===== src/rtl/wb_write_queue_if.sv =====
// ---------------------------------------------------------------------------
// wb_write_queue_if
//
// Bundles every signal of the write queue except clock and reset.
//   Producer side : ld_* (load responses), alu_* (ALU results)
//   Register file : RegWrite / rd / wrt_data (registered write port)
//   Forwarding    : q_rs1/q_rs2 in, fwd1_*/fwd2_* out
//   Status        : idle
//
// Modports
//   slave  - the queue itself (consumes results, drives the write port)
//   master - the surrounding pipeline / testbench
// ---------------------------------------------------------------------------
interface wb_write_queue_if #(
  parameter int XLEN = 64
);

  // Load response port (has priority over the ALU port)
  logic            ld_valid;
  logic            ld_ready;
  logic [4:0]      ld_rd;
  logic [XLEN-1:0] ld_data;

  // ALU result port
  logic            alu_valid;
  logic            alu_ready;
  logic [4:0]      alu_rd;
  logic [XLEN-1:0] alu_data;

  // Register file write port; rd[5] is always 0
  logic            RegWrite;
  logic [5:0]      rd;
  logic [XLEN-1:0] wrt_data;

  // Operand forwarding
  logic [4:0]      q_rs1;
  logic [4:0]      q_rs2;
  logic            fwd1_hit;
  logic            fwd2_hit;
  logic [XLEN-1:0] fwd1_data;
  logic [XLEN-1:0] fwd2_data;

  logic            idle;

  modport slave (
    input  ld_valid, ld_rd, ld_data,
    input  alu_valid, alu_rd, alu_data,
    input  q_rs1, q_rs2,
    output ld_ready, alu_ready,
    output RegWrite, rd, wrt_data,
    output fwd1_hit, fwd2_hit, fwd1_data, fwd2_data,
    output idle
  );

  modport master (
    output ld_valid, ld_rd, ld_data,
    output alu_valid, alu_rd, alu_data,
    output q_rs1, q_rs2,
    input  ld_ready, alu_ready,
    input  RegWrite, rd, wrt_data,
    input  fwd1_hit, fwd2_hit, fwd1_data, fwd2_data,
    input  idle
  );

endinterface


===== src/rtl/wb_write_queue.sv =====
// ---------------------------------------------------------------------------
// wb_write_queue
//
// Collects completed results from the load-response and ALU paths into an
// in-order circular queue and drains one register-file write per cycle onto
// a registered write port. Pending (queued or just-issued) values are
// forwarded to two operand readers, youngest value first.
//
// Ports
//   clk   - single clock, all state on the rising edge
//   reset - asynchronous, active-high; discards all pending results
//   bus   - wb_write_queue_if.slave (load/ALU handshakes, register file
//           write port, forwarding lookups, idle)
//
// Parameters
//   DEPTH - queue entries, power of two, >= 2
//   XLEN  - data width
// ---------------------------------------------------------------------------
module wb_write_queue #(
  parameter int DEPTH = 4,
  parameter int XLEN  = 64
) (
  input  logic             clk,
  input  logic             reset,
  wb_write_queue_if.slave  bus
);

  localparam int PW = $clog2(DEPTH);
  // Occupancy needs one more bit than the pointers to represent "full".
  localparam logic [PW:0] FULL = (PW+1)'(DEPTH);

  // -------------------------------------------------------------------------
  // State
  // -------------------------------------------------------------------------
  logic [4:0]      rd_mem   [DEPTH];
  logic [XLEN-1:0] data_mem [DEPTH];

  logic [PW-1:0]   wr_ptr_q, wr_ptr_d;
  logic [PW-1:0]   rd_ptr_q, rd_ptr_d;
  logic [PW:0]     count_q,  count_d;

  logic            regwrite_q, regwrite_d;
  logic [5:0]      rd_q,       rd_d;
  logic [XLEN-1:0] wrt_data_q, wrt_data_d;

  // -------------------------------------------------------------------------
  // Handshake
  // -------------------------------------------------------------------------
  logic          ld_ready;
  logic          alu_ready;
  logic          ld_acc;
  logic          alu_acc;
  logic          ld_push;
  logic          alu_push;
  logic          pop;
  logic [PW-1:0] alu_slot;

  // Readiness never credits a same-cycle pop, and the ALU port reserves a
  // slot for a load offered in the same cycle, so two accepts can never
  // overflow the queue.
  assign ld_ready  = count_q < FULL;
  assign alu_ready = (count_q + (PW+1)'(bus.ld_valid)) < FULL;

  assign ld_acc    = bus.ld_valid  & ld_ready;
  assign alu_acc   = bus.alu_valid & alu_ready;

  // Results for x0 complete their handshake but never occupy a slot.
  assign ld_push   = ld_acc  & (bus.ld_rd  != 5'd0);
  assign alu_push  = alu_acc & (bus.alu_rd != 5'd0);

  assign pop       = count_q != '0;

  // When both ports push, the load takes the tail slot and the ALU result
  // the slot behind it, which fixes drain order as load-then-ALU.
  assign alu_slot  = wr_ptr_q + PW'(ld_push);

  // -------------------------------------------------------------------------
  // Next-state logic
  // -------------------------------------------------------------------------
  always_comb begin
    wr_ptr_d   = wr_ptr_q + PW'(ld_push) + PW'(alu_push);
    rd_ptr_d   = rd_ptr_q + PW'(pop);
    count_d    = count_q + (PW+1)'(ld_push) + (PW+1)'(alu_push)
                 - (PW+1)'(pop);

    // Address and data hold their last value when nothing drains.
    regwrite_d = pop;
    rd_d       = rd_q;
    wrt_data_d = wrt_data_q;
    if (pop) begin
      rd_d       = {1'b0, rd_mem[rd_ptr_q]};
      wrt_data_d = data_mem[rd_ptr_q];
    end
  end

  // NOTE: sequential state uses non-blocking assignments so every register
  // samples the pre-edge values regardless of statement order.
  always_ff @(posedge clk or posedge reset) begin
    if (reset) begin
      wr_ptr_q   <= '0;
      rd_ptr_q   <= '0;
      count_q    <= '0;
      regwrite_q <= 1'b0;
      rd_q       <= '0;
      wrt_data_q <= '0;
    end else begin
      wr_ptr_q   <= wr_ptr_d;
      rd_ptr_q   <= rd_ptr_d;
      count_q    <= count_d;
      regwrite_q <= regwrite_d;
      rd_q       <= rd_d;
      wrt_data_q <= wrt_data_d;
    end
  end

  // NOTE: the storage array is deliberately not reset; an entry is only
  // meaningful while count_q covers it, so stale contents are never observed.
  always_ff @(posedge clk) begin
    if (ld_push) begin
      rd_mem[wr_ptr_q]   <= bus.ld_rd;
      data_mem[wr_ptr_q] <= bus.ld_data;
    end
    if (alu_push) begin
      rd_mem[alu_slot]   <= bus.alu_rd;
      data_mem[alu_slot] <= bus.alu_data;
    end
  end

  // -------------------------------------------------------------------------
  // Forwarding
  //
  // Candidates are scanned oldest to youngest: the output register first
  // (it is older than anything still queued), then queue entries from head
  // to tail. Each later match overwrites an earlier one, so the youngest
  // pending value wins.
  // -------------------------------------------------------------------------
  logic            fwd1_hit;
  logic            fwd2_hit;
  logic [XLEN-1:0] fwd1_data;
  logic [XLEN-1:0] fwd2_data;
  logic [PW-1:0]   fwd_idx;
  logic            fwd_live;

  // NOTE: every combinational output gets a default before any condition,
  // otherwise an unassigned path would infer a latch.
  always_comb begin
    fwd1_hit  = 1'b0;
    fwd2_hit  = 1'b0;
    fwd1_data = '0;
    fwd2_data = '0;
    fwd_idx   = '0;
    fwd_live  = 1'b0;

    if (regwrite_q) begin
      if (rd_q[4:0] == bus.q_rs1) begin
        fwd1_hit  = 1'b1;
        fwd1_data = wrt_data_q;
      end
      if (rd_q[4:0] == bus.q_rs2) begin
        fwd2_hit  = 1'b1;
        fwd2_data = wrt_data_q;
      end
    end

    for (int i = 0; i < DEPTH; i++) begin
      fwd_idx  = rd_ptr_q + PW'(i);
      fwd_live = (PW+1)'(i) < count_q;
      if (fwd_live && rd_mem[fwd_idx] == bus.q_rs1) begin
        fwd1_hit  = 1'b1;
        fwd1_data = data_mem[fwd_idx];
      end
      if (fwd_live && rd_mem[fwd_idx] == bus.q_rs2) begin
        fwd2_hit  = 1'b1;
        fwd2_data = data_mem[fwd_idx];
      end
    end

    // x0 is hard-wired to zero; no pending entry ever targets it, but the
    // output register may still hold a stale address, so mask explicitly.
    if (bus.q_rs1 == 5'd0) begin
      fwd1_hit  = 1'b0;
      fwd1_data = '0;
    end
    if (bus.q_rs2 == 5'd0) begin
      fwd2_hit  = 1'b0;
      fwd2_data = '0;
    end
  end

  // -------------------------------------------------------------------------
  // Outputs
  // -------------------------------------------------------------------------
  assign bus.ld_ready  = ld_ready;
  assign bus.alu_ready = alu_ready;
  assign bus.RegWrite  = regwrite_q;
  assign bus.rd        = rd_q;
  assign bus.wrt_data  = wrt_data_q;
  assign bus.fwd1_hit  = fwd1_hit;
  assign bus.fwd2_hit  = fwd2_hit;
  assign bus.fwd1_data = fwd1_data;
  assign bus.fwd2_data = fwd2_data;
  assign bus.idle      = (count_q == '0) & ~regwrite_q;

endmodule


===== src/flat_wrapper.sv =====
// flat-port wrapper written by rule: the top's interface ports become plain ports
module wb_write_queue_flat 
#(
  parameter int DEPTH = 4,
  parameter int XLEN  = 64
)
  (clk, reset, bus_ld_valid, bus_ld_rd, bus_ld_data, bus_alu_valid, bus_alu_rd, bus_alu_data, bus_q_rs1, bus_q_rs2, bus_ld_ready, bus_alu_ready, bus_RegWrite, bus_rd, bus_wrt_data, bus_fwd1_hit, bus_fwd2_hit, bus_fwd1_data, bus_fwd2_data, bus_idle);
  wb_write_queue_if #(.XLEN(XLEN)) bus_i ();
  input  logic clk;
  input  logic reset;
  input wire logic [$bits(bus_i.ld_valid)-1:0] bus_ld_valid;
  input wire logic [$bits(bus_i.ld_rd)-1:0] bus_ld_rd;
  input wire logic [$bits(bus_i.ld_data)-1:0] bus_ld_data;
  input wire logic [$bits(bus_i.alu_valid)-1:0] bus_alu_valid;
  input wire logic [$bits(bus_i.alu_rd)-1:0] bus_alu_rd;
  input wire logic [$bits(bus_i.alu_data)-1:0] bus_alu_data;
  input wire logic [$bits(bus_i.q_rs1)-1:0] bus_q_rs1;
  input wire logic [$bits(bus_i.q_rs2)-1:0] bus_q_rs2;
  output wire logic [$bits(bus_i.ld_ready)-1:0] bus_ld_ready;
  output wire logic [$bits(bus_i.alu_ready)-1:0] bus_alu_ready;
  output wire logic [$bits(bus_i.RegWrite)-1:0] bus_RegWrite;
  output wire logic [$bits(bus_i.rd)-1:0] bus_rd;
  output wire logic [$bits(bus_i.wrt_data)-1:0] bus_wrt_data;
  output wire logic [$bits(bus_i.fwd1_hit)-1:0] bus_fwd1_hit;
  output wire logic [$bits(bus_i.fwd2_hit)-1:0] bus_fwd2_hit;
  output wire logic [$bits(bus_i.fwd1_data)-1:0] bus_fwd1_data;
  output wire logic [$bits(bus_i.fwd2_data)-1:0] bus_fwd2_data;
  output wire logic [$bits(bus_i.idle)-1:0] bus_idle;
  assign bus_i.ld_valid = bus_ld_valid;
  assign bus_i.ld_rd = bus_ld_rd;
  assign bus_i.ld_data = bus_ld_data;
  assign bus_i.alu_valid = bus_alu_valid;
  assign bus_i.alu_rd = bus_alu_rd;
  assign bus_i.alu_data = bus_alu_data;
  assign bus_i.q_rs1 = bus_q_rs1;
  assign bus_i.q_rs2 = bus_q_rs2;
  assign bus_ld_ready = bus_i.ld_ready;
  assign bus_alu_ready = bus_i.alu_ready;
  assign bus_RegWrite = bus_i.RegWrite;
  assign bus_rd = bus_i.rd;
  assign bus_wrt_data = bus_i.wrt_data;
  assign bus_fwd1_hit = bus_i.fwd1_hit;
  assign bus_fwd2_hit = bus_i.fwd2_hit;
  assign bus_fwd1_data = bus_i.fwd1_data;
  assign bus_fwd2_data = bus_i.fwd2_data;
  assign bus_idle = bus_i.idle;
  wb_write_queue #(.DEPTH(DEPTH), .XLEN(XLEN)) u_core (.clk(clk), .reset(reset), .bus(bus_i));
endmodule

===== config.mk =====
export PLATFORM = sky130hd
export DESIGN_NAME = wb_write_queue_flat
export DESIGN_NICKNAME = d
export VERILOG_FILES = /design/src/rtl/wb_write_queue_if.sv /design/src/rtl/wb_write_queue.sv /design/src/flat_wrapper.sv
export SDC_FILE = /design/constraint.sdc
export NUM_CORES = 1
export LEC_CHECK = 0
export BUFFER_PORTS_ARGS = -buffer_cell sky130_fd_sc_hd__buf_2
export CORE_ASPECT_RATIO = 2
export CORE_MARGIN = 10
export CORE_UTILIZATION = 40
export DETAILED_ROUTE_END_ITERATION = 10
export HOLD_SLACK_MARGIN = 0.15
export SLEW_MARGIN = 20
export SYNTH_ARGS = -nofsm -noshare
export SYNTH_HDL_FRONTEND = slang
export SYNTH_SLANG_ARGS = --single-unit

===== constraint.sdc =====
create_clock -name clk -period 11.6 [get_ports clk]
set_clock_uncertainty 0.2 [all_clocks]
set_input_delay 1.74 -clock clk [delete_from_list [all_inputs] [get_ports clk]]
set_output_delay 1.74 -clock clk [all_outputs]
set_load 0.005 [all_outputs]

==> impl_metrics.tcl <==
set metrics [dict create \
    nNetsFinal 2243 \
    synth.top_cell.area_share_pct 30.4 \
    syn_inst 1878 \
    area_growth_pct 12.9 \
    hold_viol 0 \
    viasPerCell 7.16 \
    path_cells "mux4_2 > xnor2_2 > buf_4 > nor3b_1 > and3_4 > buf_4 > a221oi_1 > o31ai_1 > buf_2" \
    fin_hold_ws_ns 0.374 \
    outcome "finished clean" \
    critPathRequiredTime_ns 9.66 \
    async_reset_ff_share_pct 21.8 \
    core-area_sq_um 67700 \
    synth-edff-count 276 \
    hold_path_class "reg -> reg" \
    crit_buf_inv 3 \
    io_buffers 354 \
    yosysTopAreaCell "edfxtp_1" \
    fmax_mhz 131 \
    firstDrtPassIters 7 \
    grt_max_degree 77 \
    cp_max_fo 65 \
    p_total_w 0.00903 \
    post_cts_buffers 0 \
    fin_crit_sh_pct 65.7 \
    clockRootBuffer "clkbuf_16" \
    final_cell_area_sq_um 30800 \
    cts_resized 0 \
    min_path_cells 1 \
    drc 0 \
    leakagePower_nw 10.3 \
    powerDensity_nw_per_um2 293 \
    die_w_um 205 \
    critPathArrivalTime_ns 5.68 \
    die_area_sq_um 79700 \
    cts.sinks 353 \
    synth-main-ff-cell "edfxtp_1" \
    synth_nets 2038 \
    rsz0062_at_grt "false" \
    wl_per_cell_um 34.9 \
    grt_overflow 0 \
    slowest_delay_ns 1.09 \
    clock_path_buffers 3 \
    num_vias 21500 \
    cts.clk_slew.worst_paths_ns 0.07 \
    die_h_um 389 \
    end_kind "primary output" \
    yosysMostFrequentCell "mux2_2" \
    cts_tree "done" \
    synth_seq_cells 353 \
    ios 356 \
    netlist_area_sq_um 27300 \
    ys_warn_count 0 \
    worst-slew-pin-transition_ns 1.21 \
    grt_pass1_vias 22800 \
    antenna_left 0 \
    drv_cap 0 \
    gp_congestion 0.876 \
    postCtsHoldBufs 0 \
    start_util_pct 40.3 \
    drt_iter0_drc 1994 \
    rows 135 \
    r2r_cells 5 \
    antenna_found_initial 24 \
    min_period_ns 7.62 \
    crit_type "reg -> out" \
    grtUsageTotal_pct 25.6 \
    grt_pass1_wl_um 152000 \
    tns_ns 0 \
    final_max_slew_viol_count 0 \
    clk_latency_ns 0.55 \
    cp-start-kind "register" \
    cpMostUsedCell "buf_4" \
    path_delay_family "buffers and inverters" \
    slew_headroom_pct 19.1 \
    synth_common_cells "mux2_2, edfxtp_1, mux4_2" \
    cts.htree.levels 2 \
    crit_cells 9 \
    ys_types 50 \
    finalSetupViolCount 0 \
    critPathSlowestCell "dfrtp_4" \
    finalWirelength_um 105000 \
    drive_gt1_share_pct 57.1 \
    synth_seq_area_share_pct 37.4 \
    ir_worst_vdd_mv 0.224 \
    dpl_cell_area_sq_um 29600 \
    numCtsBuffers 38 \
    dpl.hpwl_um 65700 \
    syn_area_per_cell_sq_um 14.5 \
    synth.area.top_cells "edfxtp_1, mux4_2, mux2_2" \
]
[per-layer routing]
layer  GRT usage (%)  vias to the layer above  wire, um
li1                -                     8650         -
met1            29.2                    11200     36300
met2            44.0                     1332     53400
met3            5.38                      347      9630
met4            13.6                       20      5390
met5               0                        -       118
[logic make-up (layout without fill, tap and decap cells)]
| logic type | count (synthesis) | after routing | synth area share (%) |
|---|---|---|---|
| multiplexers | 630 | 630 | 37.4 |
| AO/OA/AOI/OAI | 400 | 400 | 14.2 |
| AND/OR/NAND/NOR | 185 | 185 | 4.42 |
| XOR/XNOR | 56 | 56 | 1.80 |
| other | 1 | 9 | 0.0137 |
| adder cells (fa/ha/maj) | 8 | 8 | 0.422 |
| flip-flops | 353 | 353 | 37.4 |
| buffers and inverters | 245 | 477 | 4.39 |
[worst paths after layout]
check | startpoint | endpoint | slack, ns
max | u_core.rd_ptr_q[0] | bus_fwd2_data[1] | 3.98
min | u_core.bus.wrt_data[51] | u_core.bus.wrt_data[51] | 0.37
max reg2reg | u_core.rd_ptr_q[1] | u_core.bus.wrt_data[29] | 7.20
min reg2reg | u_core.bus.wrt_data[51] | u_core.bus.wrt_data[51] | 0.37
max in group asynchronous | reset | u_core.rd_ptr_q[0] | 8.64
min in group asynchronous | reset | u_core.bus.wrt_data[39] | 1.00
[cells in the final DEF (no fill, tap or decap), types with 10 or more instances in the layout]
| cell type | count |
|---|---|
| a221oi_1 | 79 |
| a221oi_2 | 49 |
| a32oi_1 | 128 |
| buf_2 | 354 |
| buf_4 | 43 |
| clkbuf_1 | 11 |
| clkbuf_16 | 39 |
| dfrtp_1 | 75 |
| edfxtp_1 | 276 |
| mux2_2 | 347 |
| mux4_2 | 276 |
| nor2_1 | 10 |
| nor3_1 | 64 |
| nor4b_1 | 63 |
| o31ai_1 | 79 |
| o31ai_2 | 49 |
| xnor2_1 | 24 |
| xor2_1 | 31 |
[area by class of cell]
cell class,instances,area (sq um)
Antenna cell,8,20.0
Clock buffer,53,1060
Clock inverter,14,154
Fill cell,6137,36900
Inverter,10,40.0
Multi-Input combinational cell,1280,16100
Sequential cell,353,10200
Tap cell,890,1110
Timing Repair Buffer,400,2130
[state kept, by name, indices dropped and copies added, names as in the netlist]
register	cells
u_core.wr_ptr_q	2
u_core.rd_ptr_q	2
u_core.bus.wrt_data	64
u_core.count_q	3
u_core.bus.rd	5
u_core.rd_mem	20
u_core.bus.RegWrite	1
u_core.data_mem	256
[through the flow]
stage          setup WS (ns)  util (%)  instances
2_1_floorplan           4.65         -       1878
3_3_place_gp            4.55      43.7       2933
3_5_place_dp            4.52      43.7       2933
4_1_cts                 4.05      45.4       3000
5_1_grt                 3.82      45.5       3006
6_report                3.98      45.5       3008
[where the power goes]
part           internal (W)  switching, W  leakage [nW]
combinational       0.00243       0.00289          6.26
clock              0.000705      0.000536         0.578
sequential          0.00195      0.000517          3.42
total               0.00509       0.00394          10.3
Note: power is estimated with default switching activity, not from simulation.
